===== config.mk =====
export PLATFORM = sky130hd
export DESIGN_NAME = alu_arbiter
export DESIGN_NICKNAME = d
export VERILOG_FILES = /design/src/rtl/alu_arbiter.sv
export SDC_FILE = /design/constraint.sdc
export NUM_CORES = 1
export LEC_CHECK = 0
export ABC_AREA = 1
export CAP_MARGIN = 20
export CORE_ASPECT_RATIO = 0.7
export CORE_MARGIN = 4
export CORE_UTILIZATION = 42
export DETAILED_ROUTE_END_ITERATION = 6
export PLACE_DENSITY_LB_ADDON = 0.1
export RECOVER_POWER = 50
export SLEW_MARGIN = 20
export SYNTH_ARGS = -nofsm -noshare
export SYNTH_HDL_FRONTEND = slang
export SYNTH_SLANG_ARGS = --single-unit

===== constraint.sdc =====
create_clock -name clk -period 3.6 [get_ports clk]
set_input_delay 0.36 -clock clk [delete_from_list [all_inputs] [get_ports clk]]
set_output_delay 0.36 -clock clk [all_outputs]
set_load 0.05 [all_outputs]

===== src/rtl/alu_arbiter.sv =====
// alu_arbiter: round-robin front end that shares one combinational ALU
// between two requesters, one transaction in flight at a time.
//
//   state | meaning
//   IDLE  | waiting for a request; grant is combinational in this cycle
//   EXEC  | latched operands presented to the ALU; result captured at end
//   RESP  | response held on rsp_* until the consumer accepts it
module alu_arbiter #(
    parameter int WIDTH = 32
) (
    input  logic               clk,
    input  logic               rst_n,
    input  logic [1:0]         req_valid,
    output logic [1:0]         req_ready,
    input  logic [2*WIDTH-1:0] req_a,
    input  logic [2*WIDTH-1:0] req_b,
    input  logic [7:0]         req_sel,
    output logic [WIDTH-1:0]   alu_a,
    output logic [WIDTH-1:0]   alu_b,
    output logic [3:0]         alu_sel,
    input  logic [WIDTH-1:0]   alu_out,
    input  logic               alu_flag,
    output logic               rsp_valid,
    input  logic               rsp_ready,
    output logic               rsp_id,
    output logic [WIDTH-1:0]   rsp_out,
    output logic               rsp_flag,
    output logic               rsp_err,
    output logic [15:0]        op_count
);

    typedef enum logic [1:0] {
        IDLE = 2'd0,
        EXEC = 2'd1,
        RESP = 2'd2
    } state_t;

    state_t             state_q;
    logic               ptr_q;
    logic [WIDTH-1:0]   a_q;
    logic [WIDTH-1:0]   b_q;
    logic [3:0]         sel_q;
    logic               rsp_valid_q;
    logic               rsp_id_q;
    logic [WIDTH-1:0]   rsp_out_q;
    logic               rsp_flag_q;
    logic               rsp_err_q;
    logic [15:0]        op_cnt_q;
    logic [15:0]        op_cnt_nxt;
    logic               grant_vld;
    logic               grant_id;
    logic               sel_illegal;
    logic               handshake;

    // Grant selection: the pointer only matters when both requesters compete.
    // Gated by rst_n so req_ready stays low while reset is held.
    always_comb begin
        grant_vld = rst_n && (state_q == IDLE) && (req_valid != 2'b00);
        grant_id  = (req_valid == 2'b11) ? ptr_q : req_valid[1];
        req_ready = 2'b00;
        if (grant_vld) begin
            req_ready = grant_id ? 2'b10 : 2'b01;
        end
    end

    // Opcode legality and response handshake decode.
    always_comb begin
        sel_illegal = (sel_q == 4'd4) || (sel_q >= 4'd10);
        handshake   = rsp_valid_q && rsp_ready;
    end

    // Saturating completed-response counter, next value.
    always_comb begin
        op_cnt_nxt = op_cnt_q;
        if (handshake && (op_cnt_q != 16'hFFFF)) begin
            op_cnt_nxt = op_cnt_q + 16'd1;
        end
    end

    // Main sequencer: grant/latch, capture result, hold response until accepted.
    always_ff @(posedge clk or negedge rst_n) begin
        if (!rst_n) begin
            state_q     <= IDLE;
            ptr_q       <= 1'b0;
            a_q         <= '0;
            b_q         <= '0;
            sel_q       <= '0;
            rsp_valid_q <= 1'b0;
            rsp_id_q    <= 1'b0;
            rsp_out_q   <= '0;
            rsp_flag_q  <= 1'b0;
            rsp_err_q   <= 1'b0;
        end else begin
            case (state_q)
                IDLE: begin
                    if (grant_vld) begin
                        a_q      <= grant_id ? req_a[WIDTH +: WIDTH] : req_a[0 +: WIDTH];
                        b_q      <= grant_id ? req_b[WIDTH +: WIDTH] : req_b[0 +: WIDTH];
                        sel_q    <= grant_id ? req_sel[7:4] : req_sel[3:0];
                        rsp_id_q <= grant_id;
                        state_q  <= EXEC;
                    end
                end
                EXEC: begin
                    if (sel_illegal) begin
                        rsp_out_q  <= '0;
                        rsp_flag_q <= 1'b0;
                        rsp_err_q  <= 1'b1;
                    end else begin
                        rsp_out_q  <= alu_out;
                        rsp_flag_q <= alu_flag;
                        rsp_err_q  <= 1'b0;
                    end
                    rsp_valid_q <= 1'b1;
                    state_q     <= RESP;
                end
                RESP: begin
                    if (handshake) begin
                        rsp_valid_q <= 1'b0;
                        ptr_q       <= ~rsp_id_q;
                        state_q     <= IDLE;
                    end
                end
                default: begin
                    rsp_valid_q <= 1'b0;
                    state_q     <= IDLE;
                end
            endcase
        end
    end

    // Response counter register; always reloads from the next-value logic.
    always_ff @(posedge clk or negedge rst_n) begin
        if (!rst_n) begin
            op_cnt_q <= '0;
        end else begin
            op_cnt_q <= op_cnt_nxt;
        end
    end

    // Output mapping from registered state.
    always_comb begin
        alu_a     = a_q;
        alu_b     = b_q;
        alu_sel   = sel_q;
        rsp_valid = rsp_valid_q;
        rsp_id    = rsp_id_q;
        rsp_out   = rsp_out_q;
        rsp_flag  = rsp_flag_q;
        rsp_err   = rsp_err_q;
        op_count  = op_cnt_q;
    end

endmodule


==> flow_summary.html <==
<table>
<tr><th>Metric</th><th>Value</th></tr>
<tr><th colspan="2">Run status</th></tr>
<tr><td>Outcome</td><td>finished with violations</td></tr>
<tr><td>Violated checks</td><td>capacitance limit, slew limit</td></tr>
<tr><th colspan="2">Route</th></tr>
<tr><td>Average vias per placed instance</td><td>around 5</td></tr>
<tr><td>DR pass1 iterations</td><td>4</td></tr>
<tr><td>Final ANT Viol Nets</td><td>0</td></tr>
<tr><td>Via count</td><td>roughly 5300</td></tr>
<tr><td>Total wirelength of the detailed-routed design</td><td>18100 um</td></tr>
<tr><td>Routed wirelength normalized by instance count</td><td>16.7 um</td></tr>
<tr><td>DRC violation count after routing</td><td>0</td></tr>
<tr><td>Violation count after the first detailed-routing iteration</td><td>247</td></tr>
<tr><th colspan="2">Power</th></tr>
<tr><td>Logic pwr share</td><td>a little over half</td></tr>
<tr><td>Reg power frac</td><td>27.6%</td></tr>
<tr><td>Clock power share</td><td>approximately a fifth</td></tr>
<tr><td>Leakage power</td><td>around 4.1 nW</td></tr>
<tr><td>Internal power of the cells</td><td>0.00447 W</td></tr>
<tr><td>Power Density</td><td>927 nW/um^2</td></tr>
<tr><td>Worst ir drop on vdd</td><td>roughly 0.64 mV</td></tr>
<tr><td>Fraction of power spent switching nets</td><td>46.4%</td></tr>
<tr><td>Psw</td><td>0.00387 W</td></tr>
<tr><th colspan="2">Critical path</th></tr>
<tr><td>CP max FO</td><td>17</td></tr>
<tr><td>Depth of the worst register-to-register path</td><td>6</td></tr>
<tr><td>Reg-to-reg slack, setup</td><td>1.00 ns</td></tr>
<tr><td>Critical path class</td><td>reg2out</td></tr>
<tr><td>Kind of start point of the critical path</td><td>flip-flop</td></tr>
<tr><td>Data required time at the worst endpoint</td><td>3.24 ns</td></tr>
<tr><td>Endpoint type of the worst setup path</td><td>primary output</td></tr>
<tr><td>Worst EP arrival</td><td>between 2 and 2.5 ns</td></tr>
<tr><td>End of the worst register-to-register path</td><td>rsp_id$_DFFE_PN0P_</td></tr>
<tr><td>RR Startpoint</td><td>state_q[1]$_DFFE_PN0P_</td></tr>
<tr><th colspan="2">Run</th></tr>
<tr><td>Number of max-cap violations</td><td>1</td></tr>
<tr><th colspan="2">Logic synthesis</th></tr>
<tr><td>Share of Yosys cell area claimed by the top area cell type</td><td>57.2%</td></tr>
<tr><td>Synthesized flop and latch total</td><td>123</td></tr>
<tr><td>Library cell with the largest summed area after synthesis</td><td>dfrtp_1</td></tr>
<tr><td>Dominant cell by count in the synthesized netlist</td><td>nand2_1</td></tr>
<tr><td>Ys flop type</td><td>dfrtp_1</td></tr>
<tr><td>Count of flip-flops with a built-in enable after synthesis</td><td>0</td></tr>
<tr><td>Proportion of synthesized flip-flops having asynchronous set or reset</td><td>100%</td></tr>
<tr><td>Largest cells by area after synthesis</td><td>dfrtp_1 57%, nand2_1 20%, nand3_1 6.7%</td></tr>
<tr><td>Most used standard cells in the synthesized netlist</td><td>284 x nand2_1, 123 x dfrtp_1, 72 x nand3_1</td></tr>
<tr><td>Post-synthesis sequential area ratio</td><td>a little under three fifths</td></tr>
<tr><td>Warnings, synthesis</td><td>0</td></tr>
<tr><td>Post-Syn Area</td><td>5380 sq um</td></tr>
<tr><td>Synthesized Nets</td><td>around 800</td></tr>
<tr><td>Synth Area per Inst</td><td>a little under 9 sq um</td></tr>
<tr><td>Cell variety after synth</td><td>26</td></tr>
<tr><td>Post-Synthesis Cells</td><td>618</td></tr>
<tr><th colspan="2">Placement</th></tr>
<tr><td>Weighted congestion at the end of routability-driven global placement</td><td>0.840</td></tr>
<tr><td>Count of input and output buffers</td><td>295</td></tr>
<tr><td>Post-detail-place hpwl</td><td>roughly 13000 um</td></tr>
<tr><th colspan="2">Clock tree</th></tr>
<tr><td>CTS sink cnt</td><td>123</td></tr>
<tr><td>Max H-tree Level</td><td>4</td></tr>
<tr><td>Source-to-sink clock delay at the later pin of the worst-skew pair</td><td>between 0.4 and 0.5 ns</td></tr>
<tr><td>Clock tree from TritonCTS</td><td>done</td></tr>
<tr><td>Root Driver</td><td>clkbuf_16</td></tr>
<tr><td>Number of hold buffers added after CTS</td><td>0</td></tr>
<tr><td>Number of gates given a new drive strength after cts</td><td>0</td></tr>
<tr><td>Number of buffers inserted during clock tree synthesis</td><td>17</td></tr>
<tr><td>Number of buffers added for setup after CTS</td><td>0</td></tr>
<tr><td>Buffer depth of the longest clock path</td><td>2</td></tr>
<tr><td>Clock transition time at the flip-flop clock pins of the worst setup and hold paths</td><td>about 0.060 ns</td></tr>
<tr><th colspan="2">Timing</th></tr>
<tr><td>Achievable frequency</td><td>approximately 380 MHz</td></tr>
<tr><td>Clock Skews</td><td>0.0105 ns</td></tr>
<tr><td>Final count of hold timing violations</td><td>0</td></tr>
<tr><td>Part of the cycle the worst path needs</td><td>74.0%</td></tr>
<tr><td>Finish-stage setup viols</td><td>0</td></tr>
<tr><td>Total Negative Setup Slacks</td><td>0 ns</td></tr>
<tr><td>Transition time at the pin with the least slew margin</td><td>1.75 ns</td></tr>
<tr><td>Unrepaired setup endpoints after global routing</td><td>false</td></tr>
<tr><td>Count of pins over their slew limit</td><td>70</td></tr>
<tr><td>Final critical-path required period</td><td>around 2.7 ns</td></tr>
<tr><td>Max-slew headroom</td><td>-16.8%</td></tr>
<tr><th colspan="2">GRT</th></tr>
<tr><td>Number of antenna violations at the first check in global routing</td><td>0</td></tr>
<tr><td>Number of global-route vias before repair</td><td>5360</td></tr>
<tr><td>First-pass GRT wire length</td><td>between 20000 and 30000 um</td></tr>
<tr><td>Global-route usage over all layers</td><td>24.2%</td></tr>
<tr><td>GR Overflow Total</td><td>0</td></tr>
<tr><td>Maximum number of pins on one net before global-route repair</td><td>70</td></tr>
<tr><th colspan="2">Floorplanning</th></tr>
<tr><td>Horizontal extent of the die</td><td>roughly 140 um</td></tr>
<tr><td>Std cell rows</td><td>34</td></tr>
<tr><td>Die span in y</td><td>103 um</td></tr>
<tr><td>Initial core utilization</td><td>43.2%</td></tr>
<tr><td>Die outline area</td><td>14700 sq um</td></tr>
<tr><td>Core region area</td><td>12500 sq um</td></tr>
<tr><td>Num ports</td><td>roughly 300</td></tr>
<tr><th colspan="2">Final layout</th></tr>
<tr><td>Utilization of the core after routing</td><td>roughly 70%</td></tr>
<tr><td>Filler cell count in the final layout</td><td>about 950</td></tr>
<tr><td>Relative area change from synthesis to final layout</td><td>67.2%</td></tr>
<tr><td>Count of inserted antenna diode cells</td><td>0</td></tr>
<tr><td>Fraction of layout instances using a drive strength above 1</td><td>4.78%</td></tr>
<tr><td>Number of nets in the finished design</td><td>about 1100</td></tr>
<tr><th colspan="2">Hold path</th></tr>
<tr><td>Hold crit path type</td><td>in2async</td></tr>
</table>
## through the flow
step | hold WS, ns | std cells | setup slack (ns) | power, W | cell area (sq um)
6_report | 0.187 | 1083 | 0.936 | 0.00834 | 8990
5_1_grt | 0.264 | 1083 | 0.690 | 0.00873 | 8990
4_1_cts | 0.138 | 1083 | 1.18 | 0.00847 | 9020
3_5_place_dp | 0.482 | 1051 | 1.34 | 0.00673 | 8440
3_3_place_gp | 0.475 | 1051 | 1.33 | 0.00667 | 8440
2_1_floorplan | 0.0644 | 618 | 1.74 | 0.00508 | 5380
## final cells by class
cell class	instances	area, sq um	share of cell area (%)
Inverter	19	71.3	0.793
Tap cell	162	203	2.25
Clock buffer	19	433	4.81
Multi-Input combinational cell	446	2060	22.9
Clock inverter	13	151	1.68
Sequential cell	123	3080	34.2
Timing Repair Buffer	301	3000	33.3
## layer usage
layer / up-vias / share of wire [%] / GRT usage, %
met5: - / 0 / 0
met4: 0 / 2.6 / 8.10
met3: 36 / 8.1 / 8.62
met2: 206 / 50 / 41.8
met1: 2512 / 40 / 28.5
li1: 2576 / - / -
## cell usage in the layout (no fill, tap or decap), types with 4 or more instances in the layout
cell | synthesis | routed
nand2_1 | 284 | 285
clkdlybuf4s50_1 | 0 | 266
dfrtp_1 | 123 | 123
nand3_1 | 72 | 73
a22o_1 | 33 | 33
dlygate4sd3_1 | 0 | 27
nor2_1 | 21 | 24
inv_1 | 17 | 18
clkbuf_16 | 0 | 17
o21ai_0 | 7 | 7
clkinv_2 | 0 | 6
nand4_1 | 5 | 5
buf_4 | 3 | 4
## flip-flops by register name (all words and copies together) (netlist names)
register,flops
alu_a,32
op_count,16
ptr_q,1
rsp_out,32
alu_b,32
state_q,2
rsp_id,1
rsp_err,1
alu_sel,4
rsp_valid,1
rsp_flag,1
## critical path: stages (launching register included)
cell and delay (ns):
dfrtp_1 0.41, nor2_1 0.13, nand2_1 0.14, nor2_1 0.35
clkinv_1 0.21, nor2_4 0.45, buf_12 0.21
## power groups by stage
| stage | logic (W) | clock network, W | registers [W] |
|---|---|---|---|
| 6_report | 0.00434 | 0.00169 | 0.00230 |
| 5_1_grt | 0.00456 | 0.00180 | 0.00237 |
| 4_1_cts | 0.00444 | 0.00172 | 0.00231 |
| 3_5_place_dp | 0.00443 | 0 | 0.00231 |
| 3_3_place_gp | 0.00439 | 0 | 0.00229 |
| 2_1_floorplan | 0.000875 | 0 | 0.00421 |
## how the worst max path moves through the flow
| stage | startpoint | endpoint | depth (start not counted) |
|---|---|---|---|
| 6_report | state_q[1]$_DFFE_PN0P_ | req_ready[0] | 6 |
| 5_1_grt | rst_n | alu_b[6]$_DFFE_PN0P_ | 3 |
| 4_1_cts | state_q[1]$_DFFE_PN0P_ | req_ready[1] | 4 |
| 3_5_place_dp | req_valid[1] | alu_b[6]$_DFFE_PN0P_ | 8 |
| 3_3_place_gp | req_valid[0] | req_ready[1] | 5 |
| 2_1_floorplan | op_count[1]$_DFFE_PN0P_ | op_count[4]$_DFFE_PN0P_ | 8 |
## cell families (layout without fill, tap and decap cells)
family	count (synthesis)	after routing	synth area share, %
AO/OA/AOI/OAI	46	46	7.14
XOR/XNOR	6	6	0.977
adder cells (fa/ha/maj)	1	1	0.233
buffers and inverters	49	352	4.21
flip-flops	123	123	57.2
AND/OR/NAND/NOR	393	393	30.2
Note: power is estimated with default switching activity, not from simulation.
